<file path="src/rtl/data_mem_responder.sv">
// data_mem_responder
//   Multi-cycle responder for a stalling CPU data-memory port. It serves
//   load and store requests from a single-port, word-wide synchronous SRAM
//   whose read data is registered. Sub-word stores are done as a
//   read-modify-write. Every request finishes with a one-cycle ack pulse.
//
// Ports
//   clk, rstN            clock (rising edge); synchronous active-low reset
//   address, writeData   CPU byte address and store data
//   mode                 access size: 00 word, 01 half, 10 byte, 11 reserved
//   memRead, memWrite    request strobes, held by the CPU until ack
//   readData             load result, zero-extended; held until the next load
//   ack, fault           completion pulse; fault=1 marks a rejected request
//   sramAddr/WData/We/Re SRAM command outputs (all registered)
//   sramRData            SRAM read data, valid the cycle after sramRe
module data_mem_responder #(
  parameter int ADDR_WIDTH = 10
) (
  input  logic                  clk,
  input  logic                  rstN,
  input  logic [31:0]           address,
  input  logic [31:0]           writeData,
  input  logic [1:0]            mode,
  input  logic                  memRead,
  input  logic                  memWrite,
  output logic [31:0]           readData,
  output logic                  ack,
  output logic                  fault,
  output logic [ADDR_WIDTH-1:0] sramAddr,
  output logic [31:0]           sramWData,
  output logic                  sramWe,
  output logic                  sramRe,
  input  logic [31:0]           sramRData
);

  localparam logic [2:0] IDLE  = 3'd0;
  localparam logic [2:0] READ  = 3'd1;
  localparam logic [2:0] WAIT  = 3'd2;
  localparam logic [2:0] WRITE = 3'd3;
  localparam logic [2:0] ACK   = 3'd4;

  localparam logic [1:0] M_WORD = 2'b00;
  localparam logic [1:0] M_HALF = 2'b01;
  localparam logic [1:0] M_BYTE = 2'b10;

  logic [2:0]  state;
  logic [1:0]  lane;     // latched address[1:0]
  logic [1:0]  lmode;    // latched mode
  logic        lload;    // latched request is a load
  logic [31:0] lwdata;   // latched store data

  // Acceptance-time checks, evaluated on the live inputs in IDLE.
  logic req, req_fault;
  assign req = memRead | memWrite;

  always_comb begin
    req_fault = 1'b0;
    if (memRead && memWrite)                              req_fault = 1'b1;
    if (mode == 2'b11)                                    req_fault = 1'b1;
    if (mode == M_HALF && address[0])                     req_fault = 1'b1;
    if (mode == M_WORD && address[1:0] != 2'b00)          req_fault = 1'b1;
    // Any address bit above the SRAM's word range makes the access invalid.
    if ((address >> (ADDR_WIDTH + 2)) != 32'd0)           req_fault = 1'b1;
  end

  // Load result: selected lane of the returned word, zero-extended.
  logic [31:0] load_val;
  always_comb begin
    load_val = sramRData;
    case (lmode)
      M_HALF:  load_val = {16'd0, sramRData[{lane[1], 4'b0000} +: 16]};
      M_BYTE:  load_val = {24'd0, sramRData[{lane, 3'b000} +: 8]};
      default: load_val = sramRData;
    endcase
  end

  // Merge for sub-word stores: only the addressed lane takes new data.
  logic [31:0] merged;
  always_comb begin
    merged = sramRData;
    if (lmode == M_HALF) merged[{lane[1], 4'b0000} +: 16] = lwdata[15:0];
    else                 merged[{lane, 3'b000} +: 8]      = lwdata[7:0];
  end

  // Outputs are registered by computing them alongside the next state, so
  // sramRe/sramWe/ack are high exactly while in READ/WRITE/ACK.
  always_ff @(posedge clk) begin
    if (!rstN) begin
      state     <= IDLE;
      lane      <= 2'b00;
      lmode     <= M_WORD;
      lload     <= 1'b0;
      lwdata    <= 32'd0;
      readData  <= 32'd0;
      ack       <= 1'b0;
      fault     <= 1'b0;
      sramAddr  <= '0;
      sramWData <= 32'd0;
      sramWe    <= 1'b0;
      sramRe    <= 1'b0;
    end else begin
      ack    <= 1'b0;
      sramWe <= 1'b0;
      sramRe <= 1'b0;
      case (state)
        IDLE: begin
          if (req) begin
            lane   <= address[1:0];
            lmode  <= mode;
            lload  <= memRead;
            lwdata <= writeData;
            fault  <= req_fault;
            if (req_fault) begin
              state <= ACK;
              ack   <= 1'b1;
            end else begin
              sramAddr <= address[ADDR_WIDTH+1:2];
              if (memWrite && mode == M_WORD) begin
                state     <= WRITE;
                sramWe    <= 1'b1;
                sramWData <= writeData;
              end else begin
                state  <= READ;
                sramRe <= 1'b1;
              end
            end
          end
        end
        READ: state <= WAIT;
        WAIT: begin
          // sramRData holds the word read during READ.
          if (lload) begin
            readData <= load_val;
            state    <= ACK;
            ack      <= 1'b1;
          end else begin
            sramWData <= merged;
            sramWe    <= 1'b1;
            state     <= WRITE;
          end
        end
        WRITE: begin
          state <= ACK;
          ack   <= 1'b1;
        end
        ACK:     state <= IDLE;
        default: state <= IDLE;
      endcase
    end
  end

endmodule

</file>
<file path="config.mk">
export PLATFORM = sky130hd
export DESIGN_NAME = data_mem_responder
export DESIGN_NICKNAME = d
export VERILOG_FILES = /design/src/rtl/data_mem_responder.sv
export SDC_FILE = /design/constraint.sdc
export NUM_CORES = 1
export LEC_CHECK = 0
export ABC_AREA = 1
export CORE_AREA = 4 4 93 139
export DETAILED_ROUTE_END_ITERATION = 8
export DIE_AREA = 0 0 97 143
export PLACE_DENSITY = 0.84
export SETUP_SLACK_MARGIN = 0.3
export SYNTH_ARGS = -nofsm -noshare
export SYNTH_HDL_FRONTEND = slang
export SYNTH_SLANG_ARGS = --single-unit
</file>
<file path="constraint.sdc">
create_clock -name clk -period 4.95 [get_ports clk]
set_clock_uncertainty 0.1 [all_clocks]
set_input_delay 1.2375 -clock clk [delete_from_list [all_inputs] [get_ports clk]]
set_output_delay 1.2375 -clock clk [all_outputs]
set_load 0.005 [all_outputs]
</file>
==> impl_metrics.json <==
{
  "worst_slew_margin_rel": 0.268,
  "cts_root_buf": "sky130_fd_sc_hd__clkbuf_16",
  "cts_htree_levels": 3,
  "endpoint_kind": "flop",
  "cts_post_setup_buffers_inserted": 0,
  "globalplace.congestion": 0.935,
  "syn-mean-instance-area_um2": 6.10,
  "die_w_um": 97,
  "timing.critical_path.fanout_max": 65,
  "r2r_slack_ns": 1.92,
  "report.final.hold_viol_count": 0,
  "synth.largest_area_cell": "sky130_fd_sc_hd__dfxtp_1",
  "switching_share": 0.288,
  "synth-seq-cells": 102,
  "sequential_power_share": 0.423,
  "worst-slew-pin-transition_ns": 1.09,
  "period_share": 0.618,
  "totalNegativeSetupSlack_ns": 0,
  "vdd_drop_max_mv": 0.212,
  "startpoint_type": "primary input",
  "worst_ep_arrival_time_ns": 3.20,
  "dr.first_iter.drc_count": 629,
  "tritoncts_num_sinks": 102,
  "timing.max_cap.violations": 0,
  "p_clk_frac": 0.381,
  "first_pass_iters": 5,
  "die-area_um2": 13900,
  "rsz0062_at_grt": "false",
  "achievable-frequency_mhz": 327,
  "synth.most_common_cell": "sky130_fd_sc_hd__nand2_1",
  "grt_max_degree": 66,
  "gr-usage-met3": 0.0347,
  "area.growth.synth_to_final_pct": 34.6,
  "met2_usage": 0.429,
  "floorplan.core_area_um2": 11800,
  "status": "finished, final reports clean",
  "grt-ovfl-total": 0,
  "synthesis.nets": 1076,
  "globalRouteTotalUtil": 0.258,
  "yosys-top-cells-count": "sky130_fd_sc_hd__nand2_1, sky130_fd_sc_hd__nor2_1, sky130_fd_sc_hd__a21oi_1",
  "synth-edff-count": 0,
  "drc_errors": 0,
  "post_cts.resized_instances": 0,
  "post_drt_wl_per_cell_um": 14.6,
  "ios": 180,
  "leakage_nw": 3.42,
  "setup_violations": 0,
  "antenna_left": 0,
  "clock_path_buffers": 2,
  "place_inst": 1246,
  "final_cells": 1262,
  "critPathRequiredTime_ns": 5.09,
  "grt-busiest-layer": "met2",
  "grt_first_pass_wirelength_mm": 29.5,
  "num_vias": 6640,
  "clock_insertion_delay_worst_skew_ns": 0.35,
  "grt_pass1_vias": 5955,
  "fraction_of_layout_instances_using_a_drive_strength_above_1": 0.0325,
  "worst-setup-path-type": "in -> reg",
  "die_h_um": 143,
  "powerDensity_nw_per_um2": 258,
  "post-synth-top-area-fraction": 0.346,
  "ys_seq_area_frac": 0.346,
  "antenna_found_initial": 0,
  "drv_slew": 0,
  "wirelength_mm": 18.5,
  "yosys.cell_types.count": 22,
  "dominantRegCellSynth": "sky130_fd_sc_hd__dfxtp_1",
  "clk_pin_slew_worst_paths_ns": 0.07,
  "hold_class": "reg -> reg",
  "post-route-min-period_ns": 3.06,
  "p_comb_frac": 0.195,
  "cts_hold_repair.buffers": 0,
  "buffer_ports.inserted": 179,
  "syn_inst": 967,
  "p_sw_w": 0.000589,
  "global_route.usage.met1": 0.340,
  "core.rowCount": 49,
  "layout.nets": 1213,
  "cts_tree": "yes",
  "ys_top_cells_by_area": "sky130_fd_sc_hd__dfxtp_1, sky130_fd_sc_hd__nand2_1, sky130_fd_sc_hd__a21oi_1",
  "antenna-diode-count": 0,
  "ys.warnings.count": 0,
  "tritoncts_buffer_count": 9,
  "post_synth_instance_area_um2": 5900,
  "start_util": 0.498,
  "route.detailed.vias_per_inst": 5.26,
  "hpwl_mm": 13.2,
  "internal_pwr_total_w": 0.00146,
  "async_reset_ff_frac": 0
}
==> critical path, cell delays in order <==
cell                              delay (ns)
sky130_fd_sc_hd__clkdlybuf4s50_1        0.48
sky130_fd_sc_hd__nor2_1                 0.11
sky130_fd_sc_hd__nand2_1                0.06
sky130_fd_sc_hd__nand2_1                0.05
sky130_fd_sc_hd__nand2_1                0.07
sky130_fd_sc_hd__o21ai_1                0.16
sky130_fd_sc_hd__nand2_2                0.62
sky130_fd_sc_hd__nor2_1                 0.31
sky130_fd_sc_hd__nor2_1                 0.07
==> logic make-up after synthesis <==
family                   Yosys count  synth area share
AND/OR/NAND/NOR                  484             0.330
AO/OA/AOI/OAI                    222             0.197
flip-flops                       102             0.346
buffers and inverters            152             0.111
adder cells (fa/ha/maj)            7            0.0149
==> cells in the final DEF, fill, tap and decap left out, types with 3 or more instances in the layout <==
| cell type | count |
|---|---|
| sky130_fd_sc_hd__buf_4 | 6 |
| sky130_fd_sc_hd__clkdlybuf4s50_1 | 178 |
| sky130_fd_sc_hd__o21ai_0 | 90 |
| sky130_fd_sc_hd__inv_2 | 5 |
| sky130_fd_sc_hd__inv_1 | 87 |
| sky130_fd_sc_hd__nor2_2 | 4 |
| sky130_fd_sc_hd__o21ai_1 | 6 |
| sky130_fd_sc_hd__ha_1 | 7 |
| sky130_fd_sc_hd__dfxtp_1 | 102 |
| sky130_fd_sc_hd__a21oi_1 | 105 |
| sky130_fd_sc_hd__nor2_1 | 118 |
| sky130_fd_sc_hd__nand2_1 | 279 |
| sky130_fd_sc_hd__nand3_1 | 77 |
| sky130_fd_sc_hd__clkbuf_16 | 9 |
| sky130_fd_sc_hd__inv_6 | 3 |
| sky130_fd_sc_hd__o211ai_1 | 20 |
==> flip-flops by register name, summed over array words and instances, names as in the netlist <==
signal     flops
fault          1
sramWe         1
lwdata        16
sramWData     32
sramRe         1
sramAddr      10
lmode          2
lload          1
ack            1
state          3
readData      32
lane           2
==> routing by layer <==
| layer | share of wire | wire length [um] | up-vias |
|---|---|---|---|
| met5 | 0 | 0 | - |
| met4 | 0.032 | 590 | 0 |
| met3 | 0.056 | 1030 | 43 |
| met2 | 0.48 | 8910 | 267 |
| met1 | 0.43 | 7950 | 2957 |
| li1 | - | - | 3373 |
==> power by group through the flow <==
stage,Sequential [W],Clock [W],Combinational [W]
after floorplan,0.000879,0,0.000237
after global placement,0.000884,0,0.000386
after detailed placement,0.000884,0,0.000390
after CTS,0.000865,0.000788,0.000393
after global routing,0.000870,0.000820,0.000445
final,0.000866,0.000780,0.000400
==> path summary, 6_finish.rpt <==
| path | start | end | cells past startpoint |
|---|---|---|---|
| max reg2reg | lane[1]$_SDFFE_PN0P_ | sramWData[27]$_SDFFE_PN0P_ | 12 |
| min | sramAddr[1]$_SDFFE_PN0P_ | sramAddr[1]$_SDFFE_PN0P_ | 2 |
| max | address[0] | sramWData[6]$_SDFFE_PN0P_ | 9 |
| min reg2reg | sramAddr[1]$_SDFFE_PN0P_ | sramAddr[1]$_SDFFE_PN0P_ | 2 |
==> through the flow <==
stage / util / area [um^2] / worst slack (ns) / hold slack [ns] / power (W)
after CTS: 0.671 / 7940 / 1.88 / 0.349 / 0.00205
after global placement: 0.644 / 7610 / 1.60 / 0.327 / 0.00127
after floorplan: - / 5900 / 2.63 / 0.339 / 0.00112
after detailed placement: 0.644 / 7610 / 1.52 / 0.331 / 0.00127
final: 0.671 / 7940 / 1.89 / 0.345 / 0.00205
after global routing: 0.671 / 7940 / 1.55 / 0.367 / 0.00213
==> area by class of cell <==
class | count | area, um^2
inverter | 93 | 349
clock inverter | 6 | 91.3
tap | 153 | 191
clock buffer | 10 | 229
timing repair buffer | 185 | 1830
multi-input combinational | 713 | 3200
sequential | 102 | 2040
fill | 1074 | 3900
Note: power is estimated with default switching activity, not from simulation.
